==> config.mk <==
export PLATFORM = sky130hd
export DESIGN_NAME = nfc_mif_rdq
export DESIGN_NICKNAME = d
export VERILOG_FILES = /design/src/rtl/nfc_mif_pkg.sv /design/src/rtl/nfc_mif_rdpipe.sv /design/src/rtl/nfc_mif_rdq.sv
export SDC_FILE = /design/constraint.sdc
export NUM_CORES = 1
export LEC_CHECK = 0
export BUFFER_PORTS_ARGS = -buffer_cell sky130_fd_sc_hd__buf_2
export CAP_MARGIN = 20
export CORE_MARGIN = 1.5
export CORE_UTILIZATION = 59
export CTS_CLUSTER_SIZE = 16
export DETAILED_ROUTE_END_ITERATION = 10
export PLACE_DENSITY = 0.93
export SLEW_MARGIN = 40
export SYNTH_ARGS = -nofsm -noshare
export SYNTH_HDL_FRONTEND = slang
export SYNTH_SLANG_ARGS = --single-unit
export TNS_END_PERCENT = 20
==> constraint.sdc <==
create_clock -name clk -period 7.5 [get_ports clk]
set_input_delay 1.5 -clock clk [delete_from_list [all_inputs] [get_ports clk]]
set_output_delay 1.5 -clock clk [all_outputs]
set_load 0.005 [all_outputs]
==> src/rtl/nfc_mif_pkg.sv <==
// Shared types and constants for the NFC read-side memory interface.
package nfc_mif_pkg;

  typedef enum logic [2:0] {
    ST_IDLE = 3'd0,
    ST_DAT  = 3'd1,
    ST_SPA  = 3'd2,
    ST_ECC  = 3'd3,
    ST_DONE = 3'd4
  } mif_st_e;

  typedef enum logic [1:0] {
    SRC_RAM = 2'd0,
    SRC_RNG = 2'd1,
    SRC_ECC = 2'd2
  } src_e;

  localparam int ECC_LEN_18 = 18;
  localparam int ECC_LEN_25 = 25;
  localparam int PIPE_LAT   = 2;

  // ECC beat count from the 2-bit length code; 00 and 11 mean no ECC phase
  function automatic logic [4:0] ecc_beats(input logic [1:0] sel);
    case (sel)
      2'b01:   ecc_beats = 5'(ECC_LEN_18);
      2'b10:   ecc_beats = 5'(ECC_LEN_25);
      default: ecc_beats = 5'd0;
    endcase
  endfunction

endpackage

==> src/rtl/nfc_mif_rdpipe.sv <==
// Two-stage beat pipeline: stage 1 captures source/byte-select (and the RNG
// word at pop time), stage 2 muxes the returning word and presents the beat.
module nfc_mif_rdpipe
  import nfc_mif_pkg::*;
(
  input  logic        clk,
  input  logic        rst,
  input  logic        flush,
  input  logic        acc,
  input  src_e        src,
  input  logic        byte_sel,
  input  logic        bus16,
  input  logic [15:0] rng_dat,
  input  logic [15:0] ram_dout,
  input  logic [15:0] ecc_dat,
  output logic        rd_rdy,
  output logic [15:0] data
);

  logic [PIPE_LAT:1] vld_pipe;
  src_e              s1_src;
  logic              s1_bsel;
  logic              s1_b16;
  logic [15:0]       s1_rng;
  logic [15:0]       word;
  logic [15:0]       beat;

  // valid shift register; an abort empties every stage
  always_ff @(posedge clk or posedge rst)
    if (rst)        vld_pipe <= '0;
    else if (flush) vld_pipe <= '0;
    else            vld_pipe <= {vld_pipe[PIPE_LAT-1:1], acc};

  // stage 1: remember where the beat comes from; bus width travels with it
  always_ff @(posedge clk or posedge rst)
    if (rst) begin
      s1_src  <= SRC_RAM;
      s1_bsel <= 1'b0;
      s1_b16  <= 1'b0;
      s1_rng  <= '0;
    end else if (acc) begin
      s1_src  <= src;
      s1_bsel <= byte_sel;
      s1_b16  <= bus16;
      s1_rng  <= rng_dat;
    end

  // select the returning word and narrow it to a byte in 8-bit mode
  always_comb begin
    word = ram_dout;
    case (s1_src)
      SRC_RNG: word = s1_rng;
      SRC_ECC: word = ecc_dat;
      default: word = ram_dout;
    endcase
    if (s1_b16)                             beat = word;
    else if (s1_src == SRC_RAM && s1_bsel)  beat = {8'h00, word[15:8]};
    else                                    beat = {8'h00, word[7:0]};
  end

  // stage 2: data register holds its value between beats
  always_ff @(posedge clk or posedge rst)
    if (rst)                        data <= '0;
    else if (vld_pipe[1] && !flush) data <= beat;

  assign rd_rdy = vld_pipe[PIPE_LAT];

endmodule

==> src/rtl/nfc_mif_rdq.sv <==
// NFC read-side memory interface: sequences DAT/SPA/ECC phases per sector
// and streams beats from page RAM, RNG or ECC encoder to nf_if.
module nfc_mif_rdq
  import nfc_mif_pkg::*;
#(
  parameter int ADDR_WID = 14,
  parameter int BLK_W    = 12,
  parameter int SECT_W   = 4
) (
  input  logic                clk,
  input  logic                rst,
  input  logic                nfc_start,
  input  logic                nfc_abort,
  input  logic                nfc_bus16,
  input  logic                nfc_rng_en,
  input  logic                nfc_spa_en,
  input  logic                nfc_ecc_en,
  input  logic [BLK_W-1:0]    nfc_blk_len,
  input  logic [3:0]          nfc_spa_len,
  input  logic [1:0]          nfc_ecc_len,
  input  logic [SECT_W-1:0]   nfc_sect_cnt,
  input  logic [ADDR_WID-1:0] nfc_dat_addr,
  input  logic [ADDR_WID-1:0] nfc_spa_addr,
  output logic                mif_busy,
  output logic                mif_done,
  input  logic                nfif_data_rd,
  output logic                nfif_rd_rdy,
  output logic [15:0]         nfif_data_in,
  output logic                rng_rd,
  input  logic [15:0]         rng_dat,
  output logic                mif_ecc_rd,
  input  logic [15:0]         ecc_enc_dat,
  output logic [ADDR_WID-2:0] nfc_ram_addr,
  output logic                nfc_ram_cen,
  output logic [1:0]          nfc_ram_wen,
  input  logic [15:0]         ram_nfc_dout
);

  mif_st_e             state, state_nxt, first_ph, sect_end_ph, ph_after;
  logic [BLK_W-1:0]    beat_cnt, cur_len, spa_len_w, ecc_len_w;
  logic [SECT_W-1:0]   sect_cnt, sect_last;
  logic [ADDR_WID-1:0] dat_ptr, spa_ptr, step, cur_ptr;
  logic                bus16_q, active, acc, last_beat, leave_sect;
  logic                dat_on, spa_on, ecc_on, ram_ph;
  src_e                src;

  assign nfc_ram_wen = 2'b11;
  assign active      = (state == ST_DAT) || (state == ST_SPA) || (state == ST_ECC);
  assign acc         = nfif_data_rd & active & ~nfc_abort;
  assign spa_len_w   = BLK_W'(nfc_spa_len);
  assign ecc_len_w   = BLK_W'(ecc_beats(nfc_ecc_len));
  assign dat_on      = (nfc_blk_len != '0);
  assign spa_on      = nfc_spa_en && (nfc_spa_len != '0);
  assign ecc_on      = nfc_ecc_en && (ecc_len_w != '0);
  assign sect_last   = (nfc_sect_cnt == '0) ? '0 : nfc_sect_cnt - SECT_W'(1);
  assign step        = bus16_q ? ADDR_WID'(2) : ADDR_WID'(1);
  assign ram_ph      = ((state == ST_DAT) && !nfc_rng_en) || (state == ST_SPA);
  assign cur_ptr     = (state == ST_SPA) ? spa_ptr : dat_ptr;
  assign last_beat   = (beat_cnt == cur_len - BLK_W'(1));

  // phase sequencing: empty or disabled phases are skipped without a cycle
  always_comb begin
    first_ph = ST_DONE;
    if (ecc_on) first_ph = ST_ECC;
    if (spa_on) first_ph = ST_SPA;
    if (dat_on) first_ph = ST_DAT;
    if (sect_cnt == sect_last) sect_end_ph = ST_DONE;
    else                       sect_end_ph = first_ph;
    cur_len    = '0;
    ph_after   = sect_end_ph;
    leave_sect = 1'b1;
    case (state)
      ST_DAT: begin
        cur_len = nfc_blk_len;
        if (spa_on)      begin ph_after = ST_SPA; leave_sect = 1'b0; end
        else if (ecc_on) begin ph_after = ST_ECC; leave_sect = 1'b0; end
      end
      ST_SPA: begin
        cur_len = spa_len_w;
        if (ecc_on) begin ph_after = ST_ECC; leave_sect = 1'b0; end
      end
      ST_ECC:  cur_len = ecc_len_w;
      default: ;
    endcase
  end

  // state register
  always_ff @(posedge clk or posedge rst)
    if (rst) state <= ST_IDLE;
    else     state <= state_nxt;

  // next state; abort wins over everything
  always_comb begin
    state_nxt = state;
    if (nfc_abort) state_nxt = ST_IDLE;
    else case (state)
      ST_IDLE: if (nfc_start) state_nxt = first_ph;
      ST_DAT, ST_SPA, ST_ECC: if (acc && last_beat) state_nxt = ph_after;
      default: state_nxt = ST_IDLE;
    endcase
  end

  // outputs and source select
  always_comb begin
    mif_busy     = (state != ST_IDLE);
    mif_done     = (state == ST_DONE);
    rng_rd       = acc & (state == ST_DAT) & nfc_rng_en;
    mif_ecc_rd   = acc & (state == ST_ECC);
    nfc_ram_cen  = ~(acc & ram_ph);
    nfc_ram_addr = cur_ptr[ADDR_WID-1:1];
    src          = SRC_RAM;
    if (state == ST_ECC)                    src = SRC_ECC;
    else if (state == ST_DAT && nfc_rng_en) src = SRC_RNG;
  end

  // beat/sector counters and byte pointers
  always_ff @(posedge clk or posedge rst)
    if (rst) begin
      bus16_q  <= 1'b0;
      beat_cnt <= '0;
      sect_cnt <= '0;
      dat_ptr  <= '0;
      spa_ptr  <= '0;
    end else if (nfc_abort) begin
      beat_cnt <= '0;
    end else if (state == ST_IDLE && nfc_start) begin
      bus16_q  <= nfc_bus16;
      beat_cnt <= '0;
      sect_cnt <= '0;
      dat_ptr  <= nfc_dat_addr;
      spa_ptr  <= nfc_spa_addr;
    end else if (acc) begin
      beat_cnt <= last_beat ? '0 : beat_cnt + BLK_W'(1);
      if (last_beat && leave_sect)   sect_cnt <= sect_cnt + SECT_W'(1);
      if (ram_ph && state == ST_DAT) dat_ptr  <= dat_ptr + step;
      if (state == ST_SPA)           spa_ptr  <= spa_ptr + step;
    end

  nfc_mif_rdpipe u_pipe (
    .clk      (clk),
    .rst      (rst),
    .flush    (nfc_abort),
    .acc      (acc),
    .src      (src),
    .byte_sel (cur_ptr[0]),
    .bus16    (bus16_q),
    .rng_dat  (rng_dat),
    .ram_dout (ram_nfc_dout),
    .ecc_dat  (ecc_enc_dat),
    .rd_rdy   (nfif_rd_rdy),
    .data     (nfif_data_in)
  );

endmodule
## Word level (Yosys, flattened, before mapping)

Cells that the tools add are included.

| operators by class | value |
|---|---|
| mux-type cells | 38 |
| equal/unequal tests | 12 |
| bitwise logic cells | 8 |
| reduce and logical (&&, ||, !) cells | 33 |
| add/sub/neg operators | 6 |

Operators with widths:

| operator | number |
|---|---|
| two-way mux 14 bit | 7 |
| two-way mux 12 bit | 4 |
| case mux 12 bit (3 select lines) | 1 |
| case mux 16 bit (2 select lines) | 1 |
| adder 14 x 2 -> 14 bit | 2 |
| two-way mux 3 bit | 9 |
| nonzero test 12 bit | 2 |
| two-way mux 16 bit | 1 |
| two-way mux 4 bit | 4 |
| adder 12 x 1 -> 12 bit, second input constant | 1 |
| == test 12 bit | 1 |
| case mux 3 bit (2 select lines) | 2 |
| subtractor 12 x 1 -> 12 bit, second input constant | 1 |
| logical AND 1 bit | 10 |
| case mux 5 bit (2 select lines) | 1 |
| AND reduction 3 bit | 3 |
| two-way mux 8 bit | 1 |
| nonzero test 2 bit | 4 |
| bitwise AND 1 bit | 6 |
| == test 3 x 2 -> 1 bit, second input constant | 2 |
| two-way mux 2 bit | 3 |
| inequality test 3 bit, second input constant | 2 |
| nonzero test 3 bit | 2 |
| adder 4 x 1 -> 4 bit, second input constant | 1 |
| other kinds (17) | 26 |

| storage, ports and cells | value |
|---|---|
| output and inout port bits | 37 |
| bits of input ports | 107 |
| register bits | 86 |
| word-level logic and storage cells | 109 |

## Longest topological paths before layout

Gate-level depths: netlist of run 1.

| logic depth | value |
|---|---|
| depth after elaboration | 14 |
| mapped depth | 16 |
| mapped depth without buffers | 15 |

## Modules after synthesis

Synthesis of run 1 repeated with hierarchy kept, for this count alone.

| second synthesis, totals | value |
|---|---|
| cell total of the unflattened synthesis | 699 |
| area, all modules | 6,103.4 sq um |

By module, submodules not included:

| module | cells an instance | times used | area each (sq um) |
|---|---|---|---|
| nfc_mif_rdq | 542 | 1 | 4,222.8 |
| nfc_mif_rdpipe | 157 | 1 | 1,880.6 |

## Least setup slack after synthesis of run 1

No wires, ideal clock.

| timing | value |
|---|---|
| kind | input to output |
| start point | in nfc_abort |
| end point | out nfc_ram_cen |
| data required time | 6.000 ns |
| arrival | 2.936 ns |
| stages | 6 |
| slack | 3.064 ns |
| cell sequence | clkbuf_1 or3_1 inv_1 clkbuf_1 clkbuf_1 o21ai_0 |

| on the way | value |
|---|---|
| longest elaborated chain between the ends | 4 |

Ends and longest elaborated chain:

| what | RTL line | source |
|---|---|---|
| from (decl) | nfc_mif_rdq.sv:13 | `input logic nfc_abort,` |
| inverter 1 bit (no source line) | -- |  |
| bitwise AND 1 bit | nfc_mif_rdq.sv:49 | `assign acc = nfif_data_rd & active & ~nfc_abort;` |
| named net acc | nfc_mif_rdq.sv:43 | `logic bus16_q, active, acc, last_beat, leave_sect;` |
| bitwise AND 1 bit | nfc_mif_rdq.sv:109 | `nfc_ram_cen = ~(acc & ram_ph);` |
| inverter 1 bit | nfc_mif_rdq.sv:109 |  |
| to (decl) | nfc_mif_rdq.sv:34 | `output logic nfc_ram_cen,` |

The timed path passes the listed nets, and every way through them passes these cells.

## Final worst setup path of run 1

| timing | value |
|---|---|
| start point | in nfif_data_rd |
| end point | out rng_rd |

| on the way | value |
|---|---|
| longest elaborated chain between the ends | 4 |

Ends and longest elaborated chain:

| what | RTL line | source |
|---|---|---|
| from (decl) | nfc_mif_rdq.sv:26 | `input logic nfif_data_rd,` |
| bitwise AND 1 bit (2 in a row) | nfc_mif_rdq.sv:49 |  |
| bitwise AND 1 bit (2 in a row) | nfc_mif_rdq.sv:107 | `rng_rd = acc & (state == ST_DAT) & nfc_rng_en;` |
| to (decl) | nfc_mif_rdq.sv:29 | `output logic rng_rd,` |

Every way passes these cells.

==> impl_metrics.ini, run 1 <==
[critical_path]
critPathBufInv = 4
crit_start = nfif_data_rd
critPathRequiredTime_ps = 6000
slowest_delay_ps = 450
worstReg2RegStart = state[0]
rr_worst_depth = 12
r2r_slack_ps = 3740
worst-setup-path-type = in -> out
cp.arrival_ps = 3130
end_kind = output port
path_max_fanout = 34
crit_family = buffers and inverters
worstReg2RegEnd = sect_cnt[1]
crit_path_frequent_cell = buf_2
cpMaxStageDelayCell = inv_2
startpoint_type = input port
worstPathCellList = buf_2, o21ai_0, or3_1, buf_4, inv_2, and3_1, buf_2

[worst_hold_path]
hold_path_class = reg -> reg
hold_start = u_pipe.data[15]
min_to = u_pipe.data[15]
holdPathStages = 2

[pwr]
combPwrFrac_pct = 48.3
p_leak_nw = 3.220
switching_share_pct = 43.86
power.density_mw_per_mm2 = 330.0
max-vdd-ir-drop_v = 0.0002274
power.share.clock_pct = 16.2
switchingPower_mw = 1.004
p_int_mw = 1.285
seqPwrFrac_pct = 35.5

[yosys]
synth_top_area_cell = dfrtp_1
yosys_warnings = 0
synth_top_cell_area_share_pct = 35.74
syn_avg_cell_area_um2 = 8.049
yosysSeqAreaShare_pct = 35.74
synthArstFlopShare_pct = 100.0
yosysUniqueCellTypes = 74
yosys_most_used_dff = dfrtp_1
yosys-top-cells-area = dfrtp_1, nand2_1, a21oi_1, o21ai_0, nor2_1
synth_area_mm2 = 0.006021
syn_inst = 748
synth_edf_count = 0
ys_ff_latch = 86

[clock_tree]
cts_sinks = 86
cts_max_level = 3
clock_path_buffers = 2
cts_tree = built
clk_pin_slew_ps = 90
cts_resized = 0
cts_buffers = 9
holdBufCountCts = 0
root_buffer = clkbuf_8
insertion_delay_ps = 370
cts_setup_buffers = 0

[sta]
fmax_ghz = 0.2161
maxSlewHeadroom_pct = 43.37
tns_ps = 0
slew_viol_final = 0
tightest_slew_ps = 849.4
layout_worst_path_cycle_share_pct = 61.69
rsz0062_at_grt = false
fin_crit_ps = 4626
whs_ps = 478.2
finalSetupViolations = 0
final.setup_skew_ps = 12.86
hold_viol = 0

[finish]
multi_input_area_mm2 = 0.003573
diodes = 0
seqCellArea_mm2 = 0.002153
fin_util_pct = 70.63
fin_nets = 971
final_common_cell = buf_2
drive_gt1_share_pct = 24.09
area_delta_synth_final_pct = 15.19
layout_common_cells = buf_2, nand2_1, dfrtp_1
n_fill_cell = 794

[grt]
grt.total_usage_pct = 29.56
antenna_found_initial = 0
grt_pass1_wl_mm = 26.31
grt_overflow = 0
grt_pass1_vias = 5530
grt_max_degree = 87

[drt]
drt-pass1-iter-count = 8
drt_iter0_markers = 420
num_vias = 6014
via_per_inst = 6.087
routed_wl_mm = 15.88
drc = 0
wl_per_cell_um = 16.07
antenna_left = 0

[floorplan]
die_h_um = 104.0
initial_core_util_pct = 61.31
ios = 144
fp.coreArea_mm2 = 0.009819
die_area_mm2 = 0.01082
fp-row-count = 36
die_x_um = 104.0

[placed_design]
portBuffers = 141
gp_congestion = 0.9386
dp_hpwl_mm = 11.47

[outcome]
outcome = finished, final reports clean

[flow_run]
drv_cap = 0
==> power by group through the flow <==
stage	clock [mW]	sequential (mW)	combinational, mW
4_1_cts	0.371	0.806	1.09
2_1_floorplan	0	0.746	0.835
3_5_place_dp	0	0.814	1.08
5_1_grt	0.391	0.837	1.24
3_3_place_gp	0	0.809	1.05
6_report	0.371	0.813	1.10
==> flip-flops by register name (all words and copies together) (netlist names) <==
| register | cells |
|---|---|
| beat_cnt | 12 |
| bus16_q | 1 |
| dat_ptr | 14 |
| sect_cnt | 4 |
| spa_ptr | 14 |
| state | 3 |
| u_pipe.data | 16 |
| u_pipe.s1_b16 | 1 |
| u_pipe.s1_bsel | 1 |
| u_pipe.s1_rng | 16 |
| u_pipe.s1_src | 2 |
| u_pipe.vld_pipe | 2 |
==> cells by family after synthesis <==
| family | Yosys count | synth area share (%) |
|---|---|---|
| and+or+nand+nor | 300 | 24.29 |
| AOI/OAI and AO/OA | 230 | 24.61 |
| DFF | 86 | 35.74 |
| buffers and inverters | 76 | 5.278 |
| muxes | 27 | 4.821 |
| adders and majority gates | 14 | 3.159 |
| xor gates and xnor gates | 14 | 2.037 |
| other | 1 | 0.06228 |
==> worst max-delay path by stage <==
stage	endpoint	slack, ps	depth (start not counted)
after floorplan	nfc_ram_cen	3060	6
after global placement	rng_rd	2580	7
after detailed placement	sect_cnt[1]	2800	15
after CTS	rng_rd	2900	7
after global routing	mif_ecc_rd	2790	7
final	rng_rd	2870	7
==> through the flow <==
step           cell area (µm²)  worst slack [ps]  std cells  total power [mW]
2_1_floorplan             6025              3064        749             1.581
3_3_place_gp              6686              2576        972             1.857
3_5_place_dp              6699              2802        972             1.892
4_1_cts                   6927              2897        988             2.266
5_1_grt                   6935              2791        988             2.464
6_report                  6935              2874        988             2.289
==> worst min-delay path: stages (launching register included) <==
cell and delay [ps]:
dfrtp_1 350, nand2_1 40, o21ai_0 50
==> final cells by class <==
class,instances,share of cell area [%]
Multi-Input combinational cell,587,51.52
Inverter,23,1.263
Clock buffer,9,1.786
Tap cell,133,2.399
Sequential cell,86,31.05
Clock inverter,7,1.497
Timing Repair Buffer,143,10.48
==> synth_stat cells, types with 3 or more instances <==
cell      number
a22o_1         3
nand2b_1       7
o21ai_0       49
nor4b_1        3
dfrtp_1       86
clkbuf_1      36
xnor2_1        7
nor3_1        11
o22ai_1       15
a31oi_1       17
and3b_1        3
mux2_1         4
o32ai_1        4
ha_1          12
nand3_1       17
and2_1        10
nor2_1        53
nand4_1        4
nor2b_1       11
nand3b_1       3
xor2_1         7
o211ai_1       3
buf_2          8
a22oi_1       17
o21ai_1        6
mux2i_1       11
and3_1        11
inv_1         22
a21oi_1       70
mux2_2        12
a31o_2         7
nand2_1      139
buf_1          5
or3_1          7
a211oi_1      10
a21o_1         6
or2_2          5
==> routing by layer <==
layer  wire length [µm]  share of wire [%]  vias up  GRT usage, %
met5                  0                  0        -             0
met4                502                3.2        0         12.10
met3               1235                7.8       50         5.890
met2               7506                 47      279         46.55
met1               6631                 42     2815         39.95
li1                   -                  -     2870             -
No activity file was read; power rests on OpenSTA's default activity.
==> run 2: changes to the inputs <==
- ABC_AREA: not set -> 1
- CORE_UTILIZATION: 59 -> 55
- PLACE_DENSITY: 0.93 -> 0.88
- clock period: 7.5 -> 4.6 ns (I/O delays scaled with it)
==> run 2 against run 1 <==
Net effect:
- worst hold slack worse by 0.85 ps
- clock skew is 3.8 ps lower
- non-clock buffer count is 2 higher
- cell count is 12% higher
- sequential share of layout area is 0.063 points lower
- wire length is 1.1% lower
- global-route usage is 1.4 points lower
- register-to-register slack worse by 2200 ps
==> impl_metrics.ini, run 2 <==
[outcome]
outcome = finished, final reports clean

[floorplan]
fp.coreArea_mm2 = 0.01042
die_x_um = 107.0
fp-row-count = 37
die_area_mm2 = 0.01145
ios = 144
die_h_um = 107.0
initial_core_util_pct = 57.09

[clock_tree]
cts_sinks = 86
cts_max_level = 3
insertion_delay_ps = 350
clk_pin_slew_ps = 80
cts_resized = 0
holdBufCountCts = 0
cts_buffers = 9
cts_setup_buffers = 0
cts_tree = built
root_buffer = clkbuf_8
clock_path_buffers = 2

[critical_path]
slowest_delay_ps = 550
cpMaxStageDelayCell = dfrtp_1
startpoint_type = register
worstPathCellList = nor2_1, nor2_1, nand2_1, nor2_2, buf_4, nand2_1, inv_1, buf_2
worst-setup-path-type = reg -> out
path_max_fanout = 38
critPathBufInv = 3
end_kind = output port
cp.arrival_ps = 2240
r2r_slack_ps = 1550
crit_family = simple AND/OR/NAND/NOR gates
critPathRequiredTime_ps = 3680

[finish]
drive_gt1_share_pct = 22.40
layout_common_cells = nand2_1, buf_2, o21ai_0
diodes = 0
final_common_cell = nand2_1
fin_nets = 1089
reg_top3 = u_pipe.data: 16 flops, u_pipe.s1_rng: 16 flops
area_delta_synth_final_pct = 16.79
n_fill_cell = 941
fin_util_pct = 66.68
fin_area_mm2 = 0.006945

[drt]
num_vias = 6152
drt-pass1-iter-count = 7
drc = 0
wl_per_cell_um = 14.16
via_per_inst = 5.547
routed_wl_mm = 15.71
antenna_left = 0
drt_iter0_markers = 530

[pwr]
p_leak_nw = 3.566
max-vdd-ir-drop_v = 0.0003015
power.density_mw_per_mm2 = 533.0

[placed_design]
place_area_mm2 = 0.006714
portBuffers = 141
pre_cts_slack_ps = 1324
gp_congestion = 0.9016
dp_hpwl_mm = 11.84

[yosys]
synth_edf_count = 0
yosys-top-cells-area = dfrtp_1, nand2_1, o21ai_0, nand3_1, inv_1
synthTopCellsByCount = nand2_1, o21ai_0, dfrtp_1
yosys_most_used_dff = dfrtp_1
synth_area_mm2 = 0.005947
synth_top_area_cell = dfrtp_1
synth_most_common_cell = nand2_1
yosys_warnings = 0
ys_ff_latch = 86
yosysSeqAreaShare_pct = 36.19
syn_avg_cell_area_um2 = 7.029
synthArstFlopShare_pct = 100.0
yosysUniqueCellTypes = 42
synth_top_cell_area_share_pct = 36.19
syn_inst = 846

[sta]
tightest_slew_ps = 671.2
fin_crit_ps = 3162
whs_ps = 477.4
layout_worst_path_cycle_share_pct = 68.73
rsz0062_at_grt = false
finalSetupViolations = 0
hold_viol = 0
tns_ps = 0
final.setup_skew_ps = 9.028
maxSlewHeadroom_pct = 55.20
fin_ws_ps = 1438
fmax_ghz = 0.3163
slew_viol_final = 0

[worst_hold_path]
hold_path_class = reg -> reg

[grt]
grt_pass1_vias = 5631
grt.total_usage_pct = 28.15
antenna_found_initial = 0
grt_pass1_wl_mm = 25.70
grt_overflow = 0
grt_max_degree = 51

[flow_run]
drv_cap = 0
-- run 2: worst paths after layout --
kind	cells past startpoint	start	end
max	8	state[1]	mif_ecc_rd
min	2	u_pipe.s1_rng[13]	u_pipe.s1_rng[13]
max reg2reg	16	bus16_q	spa_ptr[12]
min reg2reg	2	u_pipe.s1_rng[13]	u_pipe.s1_rng[13]
max in group asynchronous	3	rst	beat_cnt[1]
min in group asynchronous	2	rst	u_pipe.s1_rng[0]
-- run 2: cell type report --
type | count | area (µm²) | share of cell area [%]
Multi-Input combinational cell | 636 | 3321 | 47.81
Sequential cell | 86 | 2152 | 30.99
Timing Repair Buffer | 145 | 735.7 | 10.59
Inverter | 90 | 342.8 | 4.936
Tap cell | 136 | 170.2 | 2.450
Clock buffer | 11 | 141.4 | 2.036
Clock inverter | 5 | 82.58 | 1.189
-- run 2: where the power goes --
group / internal [mW] / total [mW] / switching (mW)
combinational: 0.694 / 1.87 / 1.17
sequential: 1.03 / 1.24 / 0.215
clock: 0.322 / 0.595 / 0.272
total: 2.04 / 3.70 / 1.66
-- run 2: logic make-up (layout without fill, tap and decap cells) --
logic type	count (synthesis)	in the layout	synth area share, %
other cells	1	2	0.06306
simple gates	430	430	33.43
xor+xnor	22	22	3.240
buf+inv	125	251	8.416
compound gates	168	168	15.46
fa+ha+maj	14	14	3.198
flops	86	86	36.19
-- run 2: metrics by stage --
stage / cells / power, mW
after global placement: 1093 / 3.025
after detailed placement: 1093 / 3.089
after CTS: 1109 / 3.686
final: 1109 / 3.702
after global routing: 1109 / 4.024
after floorplan: 847 / 2.570
-- run 2: per-layer routing --
layer,track usage (%),part of all wire (%)
met1,37.02,43
met2,46.61,49
met3,4.438,6.2
met4,11.14,2.1
met5,0,0
-- run 2: worst reg2reg max path, delay by kind of cell (launching register included) --
kind                     cells  cell delay [ps]
adder cells (fa/ha/maj)      2              590
AND/OR/NAND/NOR             10             1340
AO/OA/AOI/OAI                1               80
buffers and inverters        2              280
XOR/XNOR                     1              150
flip-flops                   1              460
==> run 3: changes to the inputs <==
- clock period: 4.6 -> 2.95 ns (I/O delays scaled with it)
==> run 3 against run 2 <==
Net effect:
- clock power is 45% higher
- total power is 56% higher
- global-route usage is 0.70 points lower
- critical path depth is 8 higher
- sequential power is 56% higher
- count of clock-buffer cells in the layout is 1 lower
- first-iteration DRC count is 18% lower
- final area is 1.5% higher
- worst setup slack worse by 1200 ps
- clock skew is 3.2 ps lower
- die area stayed put
- worst hold slack worse by 190 ps
==> impl_metrics.ini, run 3 (synthesized netlist as in run 2, its figures left out) <==
[outcome]
outcome = finished, final reports clean

[grt]
grt_pass1_wl_mm = 25.01
antenna_found_initial = 0
grt_pass1_vias = 5612
grt_max_degree = 51
grt.total_usage_pct = 27.45
grt_overflow = 0

[drt]
num_vias = 6114
via_per_inst = 5.440
routed_wl_mm = 15.28
antenna_left = 0
drt-pass1-iter-count = 8
drt_iter0_markers = 437
wl_per_cell_um = 13.60
drc = 0

[finish]
fin_nets = 1104
drive_gt1_share_pct = 24.09
fin_area_mm2 = 0.007047
fin_util_pct = 67.65
area_delta_synth_final_pct = 18.49
layout_common_cells = nand2_1, buf_2, o21ai_0
reg_top3 = u_pipe.data: 16 flops, u_pipe.s1_rng: 16 flops
diodes = 0
final_common_cell = nand2_1

[critical_path]
crit_path_frequent_cell = nand2_1
worstReg2RegStart = state[2]
critPathRequiredTime_ps = 3170
worstPathCellList = inv_2, nand2_2, nor2_4, nand2_1, nand2_1, nor2_1, ha_1, nand3_4, nor2_4, nand3_1, nand2_1, nand2_1, nor3_4, nand2_2, nand4_1, o21ai_0
startpoint_type = register
slowest_delay_ps = 480
end_kind = register
worst-setup-path-type = reg -> reg
path_max_fanout = 12
cpMaxStageDelayCell = dfrtp_2
cp.arrival_ps = 2970
crit_start = state[2]

[clock_tree]
root_buffer = clkbuf_8
cts_max_level = 3
insertion_delay_ps = 360
holdBufCountCts = 0
clk_pin_slew_ps = 90
cts_sinks = 86
clock_path_buffers = 2
cts_tree = built
cts_buffers = 9

[floorplan]
die_h_um = 107.0
fp.coreArea_mm2 = 0.01042
die_x_um = 107.0
initial_core_util_pct = 57.09
fp-row-count = 37
ios = 144
die_area_mm2 = 0.01145

[pwr]
max-vdd-ir-drop_v = 0.0004464
p_leak_nw = 3.619
power.density_mw_per_mm2 = 818.7

[sta]
tightest_slew_ps = 651.3
fin_ws_ps = 197.4
fin_crit_ps = 2753
tns_ps = 0
maxSlewHeadroom_pct = 56.53
whs_ps = 282.9
final.setup_skew_ps = 5.794
finalSetupViolations = 0
hold_viol = 0
fmax_ghz = 0.3633
layout_worst_path_cycle_share_pct = 93.31
slew_viol_final = 0

[placed_design]
portBuffers = 141
gp_congestion = 0.8794
place_area_mm2 = 0.006793
dp_hpwl_mm = 11.68
pre_cts_slack_ps = -12.69

[worst_hold_path]
hold_path_class = in -> async

[flow_run]
drv_cap = 0
==> run 3: cell types whose count changed in the layout (fill, tap and decap cells not counted), sizes merged <==
cell / before / now
clkinvlp: 0 / 3
inv: 88 / 89
clkbuf: 11 / 10
clkinv: 5 / 3
buf: 145 / 160
bufinv: 2 / 1
==> run 3: cell type report <==
type | count | area (µm²)
Fill cell | 927 | 3369
Multi-Input combinational cell | 636 | 3313
Sequential cell | 86 | 2156
Timing Repair Buffer | 160 | 860.8
Inverter | 90 | 339.1
Tap cell | 136 | 170.2
Clock buffer | 10 | 137.6
Clock inverter | 6 | 70.07
==> run 3: routing by layer <==
layer  GRT usage [%]  share of wire (%)  up-vias
met2           44.83                 47      248
met3           4.195                6.3       50
met4           11.62                3.3        0
li1                -                  -     3056
met5               0                  0        -
met1           36.40                 43     2760
==> run 3: final timing paths <==
| check | endpoint | slack, ps | cells past startpoint |
|---|---|---|---|
| setup / recovery | beat_cnt[8] | 200 | 16 |
| hold / removal | u_pipe.s1_rng[6] | 280 | 2 |
| setup reg to reg | beat_cnt[8] | 200 | 16 |
| hold reg to reg | u_pipe.s1_rng[9] | 480 | 2 |
| max in group asynchronous | state[1] | 1970 | 3 |
| min in group clk | u_pipe.s1_rng[9] | 420 | 3 |
==> run 3: power by group <==
part / switching (mW) / leakage [nW] / internal, mW / total, mW
registers: 0.325 / 1.08 / 1.60 / 1.93
logic: 1.83 / 2.44 / 1.15 / 2.98
clock network: 0.447 / 0.0951 / 0.419 / 0.865
total: 2.61 / 3.62 / 3.16 / 5.77
==> run 3: repair_timing <==
item,4_1_cts,5_1_grt
setup endpoints to repair,0,18
buffers inserted,0,4
resized for setup,0,6
==> run 3: critical path: cells and delay by family (launching register included) <==
family / cells / cell delay (ps)
compound gates: 1 / 110
flops: 1 / 480
fa+ha+maj: 1 / 270
buf+inv: 1 / 100
simple gates: 13 / 1640
==> run 3: per-stage QoR <==
| step | cells | power (mW) |
|---|---|---|
| 2_1_floorplan | 847 | 4.007 |
| 3_3_place_gp | 1104 | 4.774 |
| 3_5_place_dp | 1104 | 4.857 |
| 4_1_cts | 1120 | 5.720 |
| 5_1_grt | 1124 | 6.304 |
| 6_report | 1124 | 5.769 |
